==> src/rtl/sc_reg_loadshift_pkg.sv <==
// Shared definitions for the load/shift register: FSM state encoding and counter sizing.
package sc_reg_loadshift_pkg;

  typedef enum logic [1:0] {
    ST_IDLE  = 2'b00,
    ST_SHIFT = 2'b01,
    ST_DONE  = 2'b10
  } state_t;

  // Shift-amount / counter width for a given data width; never narrower than one bit.
  function automatic int sc_cnt_width(input int w);
    return (w > 2) ? $clog2(w) : 1;
  endfunction

  localparam int SC_DATAWIDTH_DEF = 32;
  localparam int SC_CNT_W_DEF     = sc_cnt_width(SC_DATAWIDTH_DEF);

endpackage

==> src/rtl/sc_shiftcounter.sv <==
// Down-counter tracking remaining 1-bit shifts; flags when the last shift is due.
module sc_shiftcounter #(
  parameter int CW = 5
) (
  input  logic          clk_i,
  input  logic          rst_i,
  input  logic          load_i,
  input  logic          dec_i,
  input  logic [CW-1:0] load_val_i,
  output logic          one_o
);

  logic [CW-1:0] count_d, count_q;

  always_comb begin
    count_d = count_q;
    if (load_i) begin
      count_d = load_val_i;
    end else if (dec_i && (count_q != '0)) begin
      count_d = count_q - CW'(1);
    end
  end

  always_ff @(negedge clk_i or posedge rst_i) begin
    if (rst_i) begin
      count_q <= '0;
    end else begin
      count_q <= count_d;
    end
  end

  assign one_o = (count_q == CW'(1));

endmodule

==> src/rtl/sc_reg_loadshift.sv <==
// Loadable register with a multi-cycle logical shifter, sequenced by an IDLE/SHIFT/DONE FSM.
module sc_reg_loadshift
  import sc_reg_loadshift_pkg::*;
#(
  parameter int                     DATAWIDTH_BUS = 32,
  parameter logic [DATAWIDTH_BUS-1:0] DATA_REG_INIT = 32'h00000000
) (
  input  logic                                   SC_RegLOADSHIFT_CLOCK_50,
  input  logic                                   SC_RegFIXED_Reset_InHigh,
  input  logic [DATAWIDTH_BUS-1:0]               SC_RegLOADSHIFT_DataBUS_In,
  input  logic                                   SC_RegLOADSHIFT_Load_InLow,
  input  logic                                   SC_RegLOADSHIFT_Start_InHigh,
  input  logic                                   SC_RegLOADSHIFT_ShiftDir_In,
  input  logic [sc_cnt_width(DATAWIDTH_BUS)-1:0] SC_RegLOADSHIFT_ShiftAmount_In,
  output logic [DATAWIDTH_BUS-1:0]               SC_RegLOADSHIFT_DataBUS_Out,
  output logic                                   SC_RegLOADSHIFT_Busy_Out,
  output logic                                   SC_RegLOADSHIFT_Done_Out,
  output logic                                   SC_RegLOADSHIFT_Zero_Out,
  output state_t                                 dbg_state_o
);

  localparam int CW = sc_cnt_width(DATAWIDTH_BUS);

  state_t                   state_d, state_q;
  logic [DATAWIDTH_BUS-1:0] data_d, data_q;
  logic                     dir_d, dir_q;
  logic                     cnt_load, cnt_dec, cnt_one;

  sc_shiftcounter #(.CW(CW)) u_cnt (
    .clk_i      (SC_RegLOADSHIFT_CLOCK_50),
    .rst_i      (SC_RegFIXED_Reset_InHigh),
    .load_i     (cnt_load),
    .dec_i      (cnt_dec),
    .load_val_i (SC_RegLOADSHIFT_ShiftAmount_In),
    .one_o      (cnt_one)
  );

  // Load has priority over Start in IDLE; all inputs are ignored while an operation runs.
  always_comb begin
    state_d  = state_q;
    data_d   = data_q;
    dir_d    = dir_q;
    cnt_load = 1'b0;
    cnt_dec  = 1'b0;
    case (state_q)
      ST_IDLE: begin
        if (!SC_RegLOADSHIFT_Load_InLow) begin
          data_d = SC_RegLOADSHIFT_DataBUS_In;
        end else if (SC_RegLOADSHIFT_Start_InHigh) begin
          dir_d    = SC_RegLOADSHIFT_ShiftDir_In;
          cnt_load = 1'b1;
          state_d  = (SC_RegLOADSHIFT_ShiftAmount_In == '0) ? ST_DONE : ST_SHIFT;
        end
      end
      ST_SHIFT: begin
        data_d  = dir_q ? (data_q >> 1) : (data_q << 1);
        cnt_dec = 1'b1;
        if (cnt_one) begin
          state_d = ST_DONE;
        end
      end
      ST_DONE: begin
        state_d = ST_IDLE;
      end
      default: begin
        state_d = ST_IDLE;
      end
    endcase
  end

  always_ff @(negedge SC_RegLOADSHIFT_CLOCK_50 or posedge SC_RegFIXED_Reset_InHigh) begin
    if (SC_RegFIXED_Reset_InHigh) begin
      state_q <= ST_IDLE;
      data_q  <= DATA_REG_INIT;
      dir_q   <= 1'b0;
    end else begin
      state_q <= state_d;
      data_q  <= data_d;
      dir_q   <= dir_d;
    end
  end

  assign SC_RegLOADSHIFT_DataBUS_Out = data_q;
  assign SC_RegLOADSHIFT_Busy_Out    = (state_q != ST_IDLE);
  assign SC_RegLOADSHIFT_Done_Out    = (state_q == ST_DONE);
  assign SC_RegLOADSHIFT_Zero_Out    = (data_q == '0);
  assign dbg_state_o                 = state_q;

endmodule

==> config.mk <==
export PLATFORM = sky130hd
export DESIGN_NAME = sc_reg_loadshift
export DESIGN_NICKNAME = d
export VERILOG_FILES = /design/src/rtl/sc_reg_loadshift_pkg.sv /design/src/rtl/sc_shiftcounter.sv /design/src/rtl/sc_reg_loadshift.sv
export SDC_FILE = /design/constraint.sdc
export NUM_CORES = 1
export LEC_CHECK = 0
export BUFFER_PORTS_ARGS = -buffer_cell sky130_fd_sc_hd__buf_2
export CORE_MARGIN = 2
export CORE_UTILIZATION = 53
export CTS_CLUSTER_SIZE = 25
export DETAILED_ROUTE_END_ITERATION = 8
export PLACE_DENSITY = 0.84
export SETUP_SLACK_MARGIN = 0.5
export SLEW_MARGIN = 10
export SYNTH_ARGS = -nofsm -noshare
export SYNTH_HDL_FRONTEND = slang
export SYNTH_SLANG_ARGS = --single-unit
==> constraint.sdc <==
create_clock -name SC_RegLOADSHIFT_CLOCK_50 -period 2.32 [get_ports SC_RegLOADSHIFT_CLOCK_50]
set_clock_uncertainty 0.15 [all_clocks]
set_input_delay 0.232 -clock SC_RegLOADSHIFT_CLOCK_50 [delete_from_list [all_inputs] [get_ports SC_RegLOADSHIFT_CLOCK_50]]
set_output_delay 0.232 -clock SC_RegLOADSHIFT_CLOCK_50 [all_outputs]
set_load 0.02 [all_outputs]
### Yosys cells after proc, flatten, opt, wreduce, memory -nomap -nowiden

Index checks and enable logic that the tools add are counted.

* register bits: 40

* add/subtract/negate cells: 1
* equality and inequality tests: 7
* muxes and demuxes: 14
* reduce and logical (&&, ||, !) cells: 11

Operators by type and width (number)
* $mux 32: 2
* $pmux 32 s2: 1
* $logic_not 32->1: 1
* $mux 5: 2
* $mux 2: 4
* $ne 2x2->1 const B: 4
* $reduce_and 3->1: 2
* $reduce_bool 2->1: 3
* $eq 5x1->1 const B: 1
* $logic_not 5->1: 1
* $reduce_bool 5->1: 1
* $sub 5x1->5 const B: 1
* $mux 1: 4
* $pmux 2 s2: 1
* $eq 2x1->1 const B: 1
* $eq 2x2->1 const B: 1
* $logic_not 2->1: 1
* $reduce_and 2->1: 1
* $logic_and 1x1->1: 1

### Depth between registers and ports, before layout

Gate-level depths: netlist of the first run.

* word-level depth: 5
* mapped depth: 6
* gate-level depth less buffers: 5

### By module

A second synthesis of the first run with hierarchy kept.

* cell total of the unflattened synthesis: 279
* area, all modules: 2476.1 µm²

By module, submodules not included
* sc_reg_loadshift: instances 1, cells an instance 243, area each 2134.5 µm²
* sc_shiftcounter: instances 1, cells an instance 36, area each 341.6 µm²

==> results list, run 1 <==
* Fin worst setup slack: -811 ps
- Post-synthesis async set-or-reset flop share: 100%
* End-of-flow core utilization: 91.1%
* Required time at the worst-slack endpoint: 1940 ps
- Clk root buf: sky130_fd_sc_hd__clkbuf_8
- Antenna viol nets, final: 0
- Global routing used between 30 and 40% of the available tracks across all layers.
- Total gr overflow: 0
* Dominant cells by area after synthesis: sky130_fd_sc_hd__dfrtn_1 36%, sky130_fd_sc_hd__mux2_4 30%, sky130_fd_sc_hd__mux2_2 15%
- In this run the standard cell core region covers approximately 5000 sq um.
* Number of DRC violations after detailed routing: 0
* Count of cell types in the netlist: 37
- IO Pins: 79
- For the worst setup path, the data arrival time is 2750 ps.
* Instance count of the mapped netlist: 205
* Sequential cell area fraction in the yosys report: 35.9%
- For the pin with the worst max-slew slack, the measured transition is approximately 370 ps.
* Startpoint kind of the worst setup timing path: flop
- CTS tree: built
- Ys Warns: 0
- Mean Syn Cell Area: between 10 and 15 sq um
- The first global-routing pass estimated around 14000 microns of wire.
- Entering global routing, the biggest net connects about 40 pins.
- Synthesized net count: between 200 and 250
* Max Buffers Root-to-Sink: 2
- 0 antenna diodes ended up in the layout.
- Net switching fraction of the power: between 30% and 40%
* Share of Yosys cell area claimed by the top area cell type: around 36%
- The number of antenna violations at the first check in global routing is 0.
* Number of cells on the worst hold path: 2
- In the routed layout, each cell is associated on average with a via count of 5.88.
* Gp weighted congestion: 0.835
- The library cell used most frequently in the layout, excluding fill and tap cells, is sky130_fd_sc_hd__buf_6.
- The detailed router finished its first iteration with 169 violations.
* Number of maximum-capacitance violations: 0
* H-tree depth reported by CTS: 2
- In this run the cell area of the synthesized design comes to 2790 sq um.
- Of the total power, combinational logic draws roughly three quarters.
- Max IR drop VDD: 0.00111 V
* Number of pins with negative max-slew slack in the final report: 0
- For the worst flop-to-flop path, the logic depth is 5.
- For this run, the post-layout net count is about 410.
- TritonCTS buffer count: 5
- After floorplanning, the core was divided into 26 placement rows.
- Along the worst path, the maximum fanout reaches 2.
- The clock network burns 6.2% of the power.
- The via count of the first global-routing pass was 2579.
- The post-route netlist has 79.6% of its cells at a drive strength greater than 1.
- FF+latch count, synth: 40
- Hold Fails Final Rpt: 0
- Detailed-route via count: 2542
- Leaving out fill and tap cells, the most frequent cells in the layout are 83 x sky130_fd_sc_hd__buf_6, 60 x sky130_fd_sc_hd__mux2_4, 40 x sky130_fd_sc_hd__dfrtn_1, 38 x sky130_fd_sc_hd__buf_2, 33 x sky130_fd_sc_hd__mux2_2.
* Clock edge transition at the registers on the reported setup and hold paths: 50 ps
- Internal Dissipation: 4970 uW
- The layout has 187 filler cells.
* Type of the worst setup path: reg2out
- Count of flip-flops with a built-in enable after synthesis: 0
- Post-place instance area: 3600 sq um
- Width of the die: ~77 microns
- Setup violations remaining at the end of the flow were counted as 54.
* Kind of path behind the tightest hold check: reg2reg
* Cell area after layout: 4620 sq um
* Leakage Power: 0.00223 uW
- The run finished, with violations left.
- Die outline height: roughly 77 microns
- Library cell occupying the most area in the post-synthesis netlist: sky130_fd_sc_hd__dfrtn_1
* Sinks on Clock Net: 40
- In this run the power spent charging and discharging nets is 3100 uW.
- Setup repair after global routing could not meet its margin everywhere.
* Violations in the final reports: setup timing
* Sequential fraction of design power: 19.3%
* Average routed wire per standard cell: 24.5 microns
- PortBufs: 78
- Summed over all failing endpoints, the final setup total negative slack is -10460 ps.
* Final HPWL DP: 4810 microns
* Latest clock arrival within the worst-skew pair: 300 ps
* DRT Wirelength: around 11000 microns
* Effective utilization at floorplan: 54.9%
* Post-synthesis to final-layout area growth: 66.0%
* Kind of end point of the critical path: primary output
- The first detailed-routing pass ran for 5 iterations.
- Die Area: 5850 sq um
- Total power density per cell area: ~1700 nW/um^2
- In this run the tightest slew margin relative to its limit is 75.0%.
- Among all flip-flop cells after synthesis, the most frequent one is sky130_fd_sc_hd__dfrtn_1.
sequential cells by signal, indices dropped and copies added (netlist names):
signal                       flops
u_cnt.count_q                    5
dbg_state_o                      2
SC_RegLOADSHIFT_DataBUS_Out     32
dir_q                            1
layer usage:
metal  global-route usage [%]  vias to the layer above  share of wire (%)
met3                     4.86                       37                5.7
li1                         -                     1078                  -
met5                        0                        -                  0
met2                     60.1                      152                 53
met1                     38.3                     1275                 38
met4                     10.5                        0                3.5
cells in the mapped netlist, types with 2 or more instances:
master and count:
sky130_fd_sc_hd__a211oi_1 2, sky130_fd_sc_hd__a21oi_1 2, sky130_fd_sc_hd__buf_12 2, sky130_fd_sc_hd__buf_2 2
sky130_fd_sc_hd__buf_4 3, sky130_fd_sc_hd__buf_6 6, sky130_fd_sc_hd__dfrtn_1 40, sky130_fd_sc_hd__ha_1 2
sky130_fd_sc_hd__inv_1 5, sky130_fd_sc_hd__mux2_2 38, sky130_fd_sc_hd__mux2_4 55, sky130_fd_sc_hd__mux2i_1 2
sky130_fd_sc_hd__nand2_1 7, sky130_fd_sc_hd__nand4_1 3, sky130_fd_sc_hd__nor2_1 4, sky130_fd_sc_hd__nor2b_1 3
sky130_fd_sc_hd__nor4_1 9
power groups by stage:
stage | sequential (uW) | clock (uW) | combinational (uW)
3_5_place_dp | 1350 | 0 | 4390
4_1_cts | 1440 | 478 | 5530
3_3_place_gp | 1320 | 0 | 4290
5_1_grt | 1570 | 536 | 6230
6_report | 1560 | 497 | 6010
2_1_floorplan | 1850 | 0 | 2720
kinds of logic after synthesis:
logic type	count (synthesis)	share of synthesized area (%)
and+or+nand+nor	37	8.04
muxes	95	45.7
DFF	40	35.9
buffers and inverters	19	6.24
adders and majority gates	2	0.898
AOI/OAI and AO/OA	12	3.19
worst max-delay path, stage by stage (launching register included):
cell,delay (ps)
sky130_fd_sc_hd__dfrtn_1,390
sky130_fd_sc_hd__nor4_2,350
sky130_fd_sc_hd__nand4_1,270
sky130_fd_sc_hd__nor2_4,160
sky130_fd_sc_hd__buf_6,130
area by class of cell:
cell class,count,area [sq um],share of cell area (%)
multi-input combinational,146,1820,39.4
timing repair buffer,163,1600,34.7
sequential,40,1000,21.6
clock buffer,8,90.1,1.95
tap,70,87.6,1.89
inverter,5,22.5,0.487
repair_timing:
| action | CTS | global route |
|---|---|---|
| hold endpoints to repair | 0 | 0 |
| setup endpoints to repair | 77 | 77 |
| gates resized for setup | 141 | 11 |
| pin swaps | 7 | 5 |
| hold buffers | 0 | 0 |
| buffers inserted | 17 | 14 |
| gates cloned | 4 | 0 |
path summary, 6_finish.rpt:
check / from / slack [ps] / to
max: SC_RegLOADSHIFT_DataBUS_Out[29] / -810 / SC_RegLOADSHIFT_Zero_Out
min: SC_RegLOADSHIFT_DataBUS_Out[23] / 450 / SC_RegLOADSHIFT_DataBUS_Out[23]
max reg2reg: u_cnt.count_q[0] / 190 / u_cnt.count_q[0]
min reg2reg: SC_RegLOADSHIFT_DataBUS_Out[23] / 450 / SC_RegLOADSHIFT_DataBUS_Out[23]
max in group asynchronous: SC_RegFIXED_Reset_InHigh / 900 / u_cnt.count_q[3]
min in group asynchronous: SC_RegFIXED_Reset_InHigh / 870 / SC_RegLOADSHIFT_DataBUS_Out[6]
per-stage QoR:
step                      total power, uW  setup WS [ps]  hold slack, ps  std cells
final                                8060           -811             452        432
after global routing                 8340           -859             463        432
after CTS                            7450           -745             391        418
after detailed placement             5740           -496             405        389
after global placement               5610           -377             375        389
after floorplan                      4570           -294             354        205
Note: power is estimated with default switching activity, not from simulation.
==> run 2, diff against run 1 <==
Settings changed: CORE_MARGIN 2 to 3, CORE_UTILIZATION 53 to 51, PLACE_DENSITY 0.84 to 0.83, SYNTH_HIERARCHICAL set to 1.
==> results list, run 2 <==
- Run status: did not finish (was complete, but fails checks).
- The flow stopped in global routing.
- Error that halted the flow: [ERROR DPL-0038] Utilization greater than 100%, impossible to legalize
- The I/O pin total was 79 (unchanged).
- TritonCTS buffer count: 5 (unchanged)
- The number of flip-flops and latches in the synthesized netlist was 40 (unchanged).
* Share of Yosys cell area claimed by the top area cell type: 40.4% (was 35.9%)
* Width of the die: 75.7 microns (was 76.5 microns)
- The vertical die dimension was 75.7 microns (was 76.5 microns).
- The fraction of registers with async set or reset after synthesis is 100% (unchanged).
- Dominant cells by area after synthesis: sky130_fd_sc_hd__dfrtn_1 40%, sky130_fd_sc_hd__a211oi_1 9.1%, sky130_fd_sc_hd__o31ai_1 9.1% (was sky130_fd_sc_hd__dfrtn_1 36%, sky130_fd_sc_hd__mux2_4 30%, sky130_fd_sc_hd__mux2_2 15%).
* Ys Warns: 6 (was 0)
- Hold bufs inserted after CTS: 0 (unchanged)
* Sequential cell area fraction in the yosys report: 40.4% (was 35.9%)
- Maximum number of pins on one net before global-route repair: 38
- Mean Syn Cell Area: 8.88 sq um (was 13.6 sq um)
- Synthesized net count: 323 (was 249)
* Gp weighted congestion: 0.886 (was 0.835)
* H-tree depth reported by CTS: 2 (unchanged)
- The final HPWL from detailed placement came to 5120 microns (was 4810 microns).
- Instance count of the mapped netlist: 279 (was 205)
- Mapped Area: 2480 sq um (was 2790 sq um)
* Library cell occupying the most area in the post-synthesis netlist: sky130_fd_sc_hd__dfrtn_1 (unchanged)
* Max Buffers Root-to-Sink: 2 (unchanged)
* Effective utilization at floorplan: 54.6% (was 54.9%)
* Sinks on Clock Net: 40 (unchanged)
- Commonest register cell after synthesis: sky130_fd_sc_hd__dfrtn_1 (unchanged)
- Post-place instance area: 3210 sq um (was 3600 sq um)
* Clk root buf: sky130_fd_sc_hd__clkbuf_8 (unchanged)
- The most common cell in the netlist was sky130_fd_sc_hd__dfrtn_1 (was sky130_fd_sc_hd__mux2_4).
- Top cells by instance count after synthesis: 40 x sky130_fd_sc_hd__dfrtn_1, 33 x sky130_fd_sc_hd__nor2_1 (was 55 x sky130_fd_sc_hd__mux2_4, 40 x sky130_fd_sc_hd__dfrtn_1, 38 x sky130_fd_sc_hd__mux2_2)
- After the last repair the worst path ends at a top-level output.
- Worst EP post-GRT repair: SC_RegLOADSHIFT_Zero_Out
* Number of core rows: 24 (was 26)
* PortBufs: 78 (unchanged)
* Count of flip-flops with a built-in enable after synthesis: 0 (unchanged)
- Count of cell types in the netlist: 42 (was 37)
run 2: cell types whose count changed after synthesis, sizes merged, moves of 3 or more:
cell    before  now
mux2        93    1
o21ai        1   36
o31ai        0   31
nor2         4   33
a211oi       2   30
nor2b        3   31
clkbuf       0   10
and2b        0    4
a21oi        2    5
nand2        7    4
run 2: timing repair:
item                                   in CTS
pin swaps                                  14
buffers inserted                            7
endpoints found under the hold margin       0
gates resized for setup                   232
gates cloned                                4
setup endpoints to repair                  77
run 2: logic make-up after synthesis:
family	after synthesis	synth area share [%]
multiplexers	2	0.859
AO/OA/AOI/OAI	108	29.3
AND/OR/NAND/NOR	94	21.5
adder cells (fa/ha/maj)	2	1.01
flip-flops	40	40.4
buffers and inverters	33	6.92
run 2: per-stage QoR:
stage / worst slack (ps) / TNS [ps] / util, % / std cells
after global placement: -435 / -5640 / 70.8 / 444
after detailed placement: -494 / -6690 / 70.8 / 444
after floorplan: -290 / -1330 / - / 279
after CTS: -672 / -7740 / 96.0 / 463
==> run 3, diff against run 2 <==
Settings changed: CORE_UTILIZATION 51 to 40, CTS_CLUSTER_SIZE 25 to not set, PLACE_DENSITY 0.83 to not set, PLACE_DENSITY_LB_ADDON set to 0.15, SETUP_SLACK_MARGIN 0.5 to not set.
==> results list, run 3 <==
- The post-route netlist has about 45% of its cells at a drive strength greater than 1.
* H-tree depth reported by CTS: 2 (unchanged)
* End of the worst register-to-register path: u_cnt/count_q[3]
* Top cells by instance count after synthesis: 40 x sky130_fd_sc_hd__dfrtn_1, 33 x sky130_fd_sc_hd__nor2_1 (unchanged)
* Width of the die: 84.7 microns (was 75.7 microns)
* Crit Reg-Reg Startpoint: dbg_state_o[0]
- The initial core utilization came to 41.6% (was 54.6%).
- Share of Yosys cell area claimed by the top area cell type: 40.4% (unchanged)
- CP max-delay cell: sky130_fd_sc_hd__dfrtn_1
* Fin worst setup slack: -671 ps
- Dividing total power by cell area gives a power density of 1600 nW/um^2.
* Sinks on Clock Net: 40 (unchanged)
- Count of final setup violators: 41
- Clock edge transition at the registers on the reported setup and hold paths: 50 ps
* Die Area: between 7000 and 8000 sq um
* Maximum number of pins on one net before global-route repair: 63
- After detailed routing, the average wire length per cell comes to 15.8 microns.
- STA classifies the critical path endpoint as a primary output.
- For this block, the routed nets add up to 7850 microns of wire.
- Global routing consumed, on the met1 layer, 29.6% of the routing resources.
* Max-slew headroom: 74.0%
* Hold Fails Final Rpt: 0
- The total clock buffers created by CTS is 5 (unchanged).
- The number of distinct library cell variants in the gate-level netlist after synthesis is 42 (unchanged).
* Kind of path behind the tightest hold check: reg2reg
* Start point of the worst min-delay path: dir_q
- The vertical die dimension was 84.7 microns (was 75.7 microns).
* Via count of the first global-routing pass: about 2600
* First DRT Iteration DRCs: 160
- Worst-case hold path end point: dir_q
- The post-synthesis cell type with the largest combined area was sky130_fd_sc_hd__dfrtn_1 (unchanged).
* Total GRT Usage: between 20% and 30%
* Number of antenna violations at the first check in global routing: 0
- Number of pins with negative max-slew slack in the final report: 0
- Global-route wire length before repair: 12500 microns
- Instance count of the mapped netlist: 279 (unchanged)
- Run status: complete, but fails checks (was did not finish).
* Total gr overflow: 0
- The core region is about 6000 sq um.
- The filler cells instantiated in the layout total 477.
- The library cells used most frequently in the layout, excluding fill and tap cells, are 73 x sky130_fd_sc_hd__buf_6, 44 x sky130_fd_sc_hd__buf_4, 40 x sky130_fd_sc_hd__dfrtn_1, 40 x sky130_fd_sc_hd__buf_2, 32 x sky130_fd_sc_hd__nor2_1.
- Setup repair after global routing could not meet its margin everywhere.
- Most heavily used metal layer in global routing: met2
- On the worst path, the slowest cell contributes a delay of around 360 ps.
- Global routing used 34.4% of the available met2 tracks.
- The fraction of registers with async set or reset after synthesis came to 100% (unchanged).
- The leading register cell type out of synthesis was sky130_fd_sc_hd__dfrtn_1 (unchanged).
- Data on the critical path arrives at its endpoint at 2610 ps.
- At the end of the flow, the number of nets in the layout was 466.
- Total negative setup slack: -7780 ps
- Number of cells on the worst hold path: 1
* Max IR drop VDD: between 0.0008 and 0.0009 V
* Dominant cells by area after synthesis: sky130_fd_sc_hd__dfrtn_1 40%, sky130_fd_sc_hd__a211oi_1 9.1%, sky130_fd_sc_hd__o31ai_1 9.1% (unchanged)
- For this run, global-route usage on met3 was measured as 3.93%.
- The number of enable flip-flop cells after synthesis is 0 (unchanged).
- In the routed design, unresolved DRC markers number 0.
- Ant. Diodes: 0
* Number of maximum-capacitance violations: 0
- Total power for the finished layout comes to 6500 uW.
* Detailed-route via count: 2700
- Final HPWL DP: 5120 microns (about the same)
- R2R Setup Slk: 380 ps
* Latest clock arrival within the worst-skew pair: 290 ps
- The analysis attributes to cell leakage a power of 0.00180 uW.
- Mapped Area: 2480 sq um (unchanged)
* Max FFs per register: 32
- Highest net fanout along the worst path: 2
- DRT Pass-1 Iters: 4
- STA classifies the critical path startpoint as a flop.
- The most common cell in the netlist is sky130_fd_sc_hd__dfrtn_1 (unchanged).
- IO Pins: 79 (unchanged)
* Mean Syn Cell Area: 8.88 sq um (unchanged)
- Clk root buf: sky130_fd_sc_hd__clkbuf_8 (unchanged)
* Max Buffers Root-to-Sink: 2 (unchanged)
- Sequential cell area fraction in the yosys report: 40.4% (unchanged)
- PortBufs: 78 (unchanged)
- TritonCTS built the clock tree.
- Violations in the final reports: setup timing
* Hold bufs inserted after CTS: 0 (unchanged)
- In this design, the largest share of critical-path delay is due to simple AND/OR/NAND/NOR gates.
- The detail route stage leaves a number of antenna-violating nets equal to 0.
* FF+latch count, synth: 40 (unchanged)
- Synthesized net count: 323 (unchanged)
* Number of cells traversed by the worst register-to-register path: 6
- Type of the worst setup path: reg2out
- The library cell used most frequently in the layout, excluding fill and tap cells, is sky130_fd_sc_hd__buf_6.
* Worst slew pin tran: 390 ps
- The total number of yosys warnings came to 6 (unchanged).
- Buf/Inv on CP: 1
- The placer's final routability congestion estimate came to 0.795 (was 0.886).
- Required time at the worst-slack endpoint: 1940 ps
* Vias per Instance: 5.42
- Worst path cell trace: nor4_2 -> nand4_1 -> nor2_4 -> buf_6
- The number of standard-cell rows in the floorplan is 28 (was 24).
- Post-synthesis to final-layout area growth: 63.7%
run 3: cell counts after synthesis:
No cell type changed its count.
run 3: worst max-delay path by stage:
stage	startpoint	to	slack (ps)	cells past startpoint
global route	SC_RegLOADSHIFT_DataBUS_Out[1]	SC_RegLOADSHIFT_Zero_Out	-730	4
global placement	SC_RegLOADSHIFT_DataBUS_Out[16]	SC_RegLOADSHIFT_Zero_Out	-430	4
CTS	SC_RegLOADSHIFT_DataBUS_Out[1]	SC_RegLOADSHIFT_Zero_Out	-660	4
detailed placement	SC_RegLOADSHIFT_DataBUS_Out[16]	SC_RegLOADSHIFT_Zero_Out	-420	4
finish	SC_RegLOADSHIFT_DataBUS_Out[1]	SC_RegLOADSHIFT_Zero_Out	-670	4
floorplan	SC_RegLOADSHIFT_DataBUS_Out[23]	SC_RegLOADSHIFT_Zero_Out	-290	3
run 3: logic make-up (layout without fill, tap and decap cells):
logic type	count (synthesis)	after routing	share of synthesized area, %
and+or+nand+nor	94	94	21.5
muxes	2	2	0.859
buffers and inverters	33	177	6.92
AOI/OAI and AO/OA	108	108	29.3
DFF	40	40	40.4
adders and majority gates	2	2	1.01
run 3: routing by layer:
metal | routed length [microns] | share of wire (%) | up-vias
li1 | - | - | 1323
met4 | 76 | 0.97 | 0
met1 | 3590 | 46 | 1279
met2 | 3770 | 48 | 90
met3 | 414 | 5.3 | 8
met5 | 0 | 0 | -
run 3: final cells by class:
| cell class | instances | area, sq um | share of cell area, % |
|---|---|---|---|
| inverters | 7 | 28.8 | 0.710 |
| multi-input cells | 206 | 1400 | 34.4 |
| clock buffers | 7 | 86.3 | 2.13 |
| repair buffers | 161 | 1430 | 35.4 |
| clock inverters | 1 | 7.51 | 0.185 |
| well taps | 75 | 93.8 | 2.32 |
| repair inverters | 1 | 7.51 | 0.185 |
| flip-flops and latches | 40 | 1000 | 24.7 |
run 3: timing repair:
action	4_1_cts	5_1_grt
setup buffers	17	27
gates cloned	0	1
resized for setup	111	19
pin swaps	4	2
setup endpoints to repair	39	41
run 3: worst reg2reg max path: cells and delay by family (launching register included):
kind	cells	cell delay [ps]
buffers and inverters	3	300
and+or+nand+nor	2	560
AOI/OAI and AO/OA	1	310
DFF	1	470
run 3: metrics by stage:
stage	hold WS (ps)	instances	setup WS (ps)	instance area [sq um]	util, %
5_1_grt	415	498	-734	4050	68.0
4_1_cts	385	479	-664	3860	64.7
6_report	381	498	-671	4050	68.0
3_3_place_gp	376	458	-431	3280	55.1
3_5_place_dp	382	458	-417	3280	55.1
2_1_floorplan	337	279	-290	2530	-
run 3: power by group:
group / internal (uW) / leakage (uW) / switching [uW] / total, uW
Combinational: 2400 / 0.00127 / 2190 / 4590
Sequential: 1100 / 0.000478 / 333 / 1440
Clock: 241 / 0.0000445 / 233 / 474
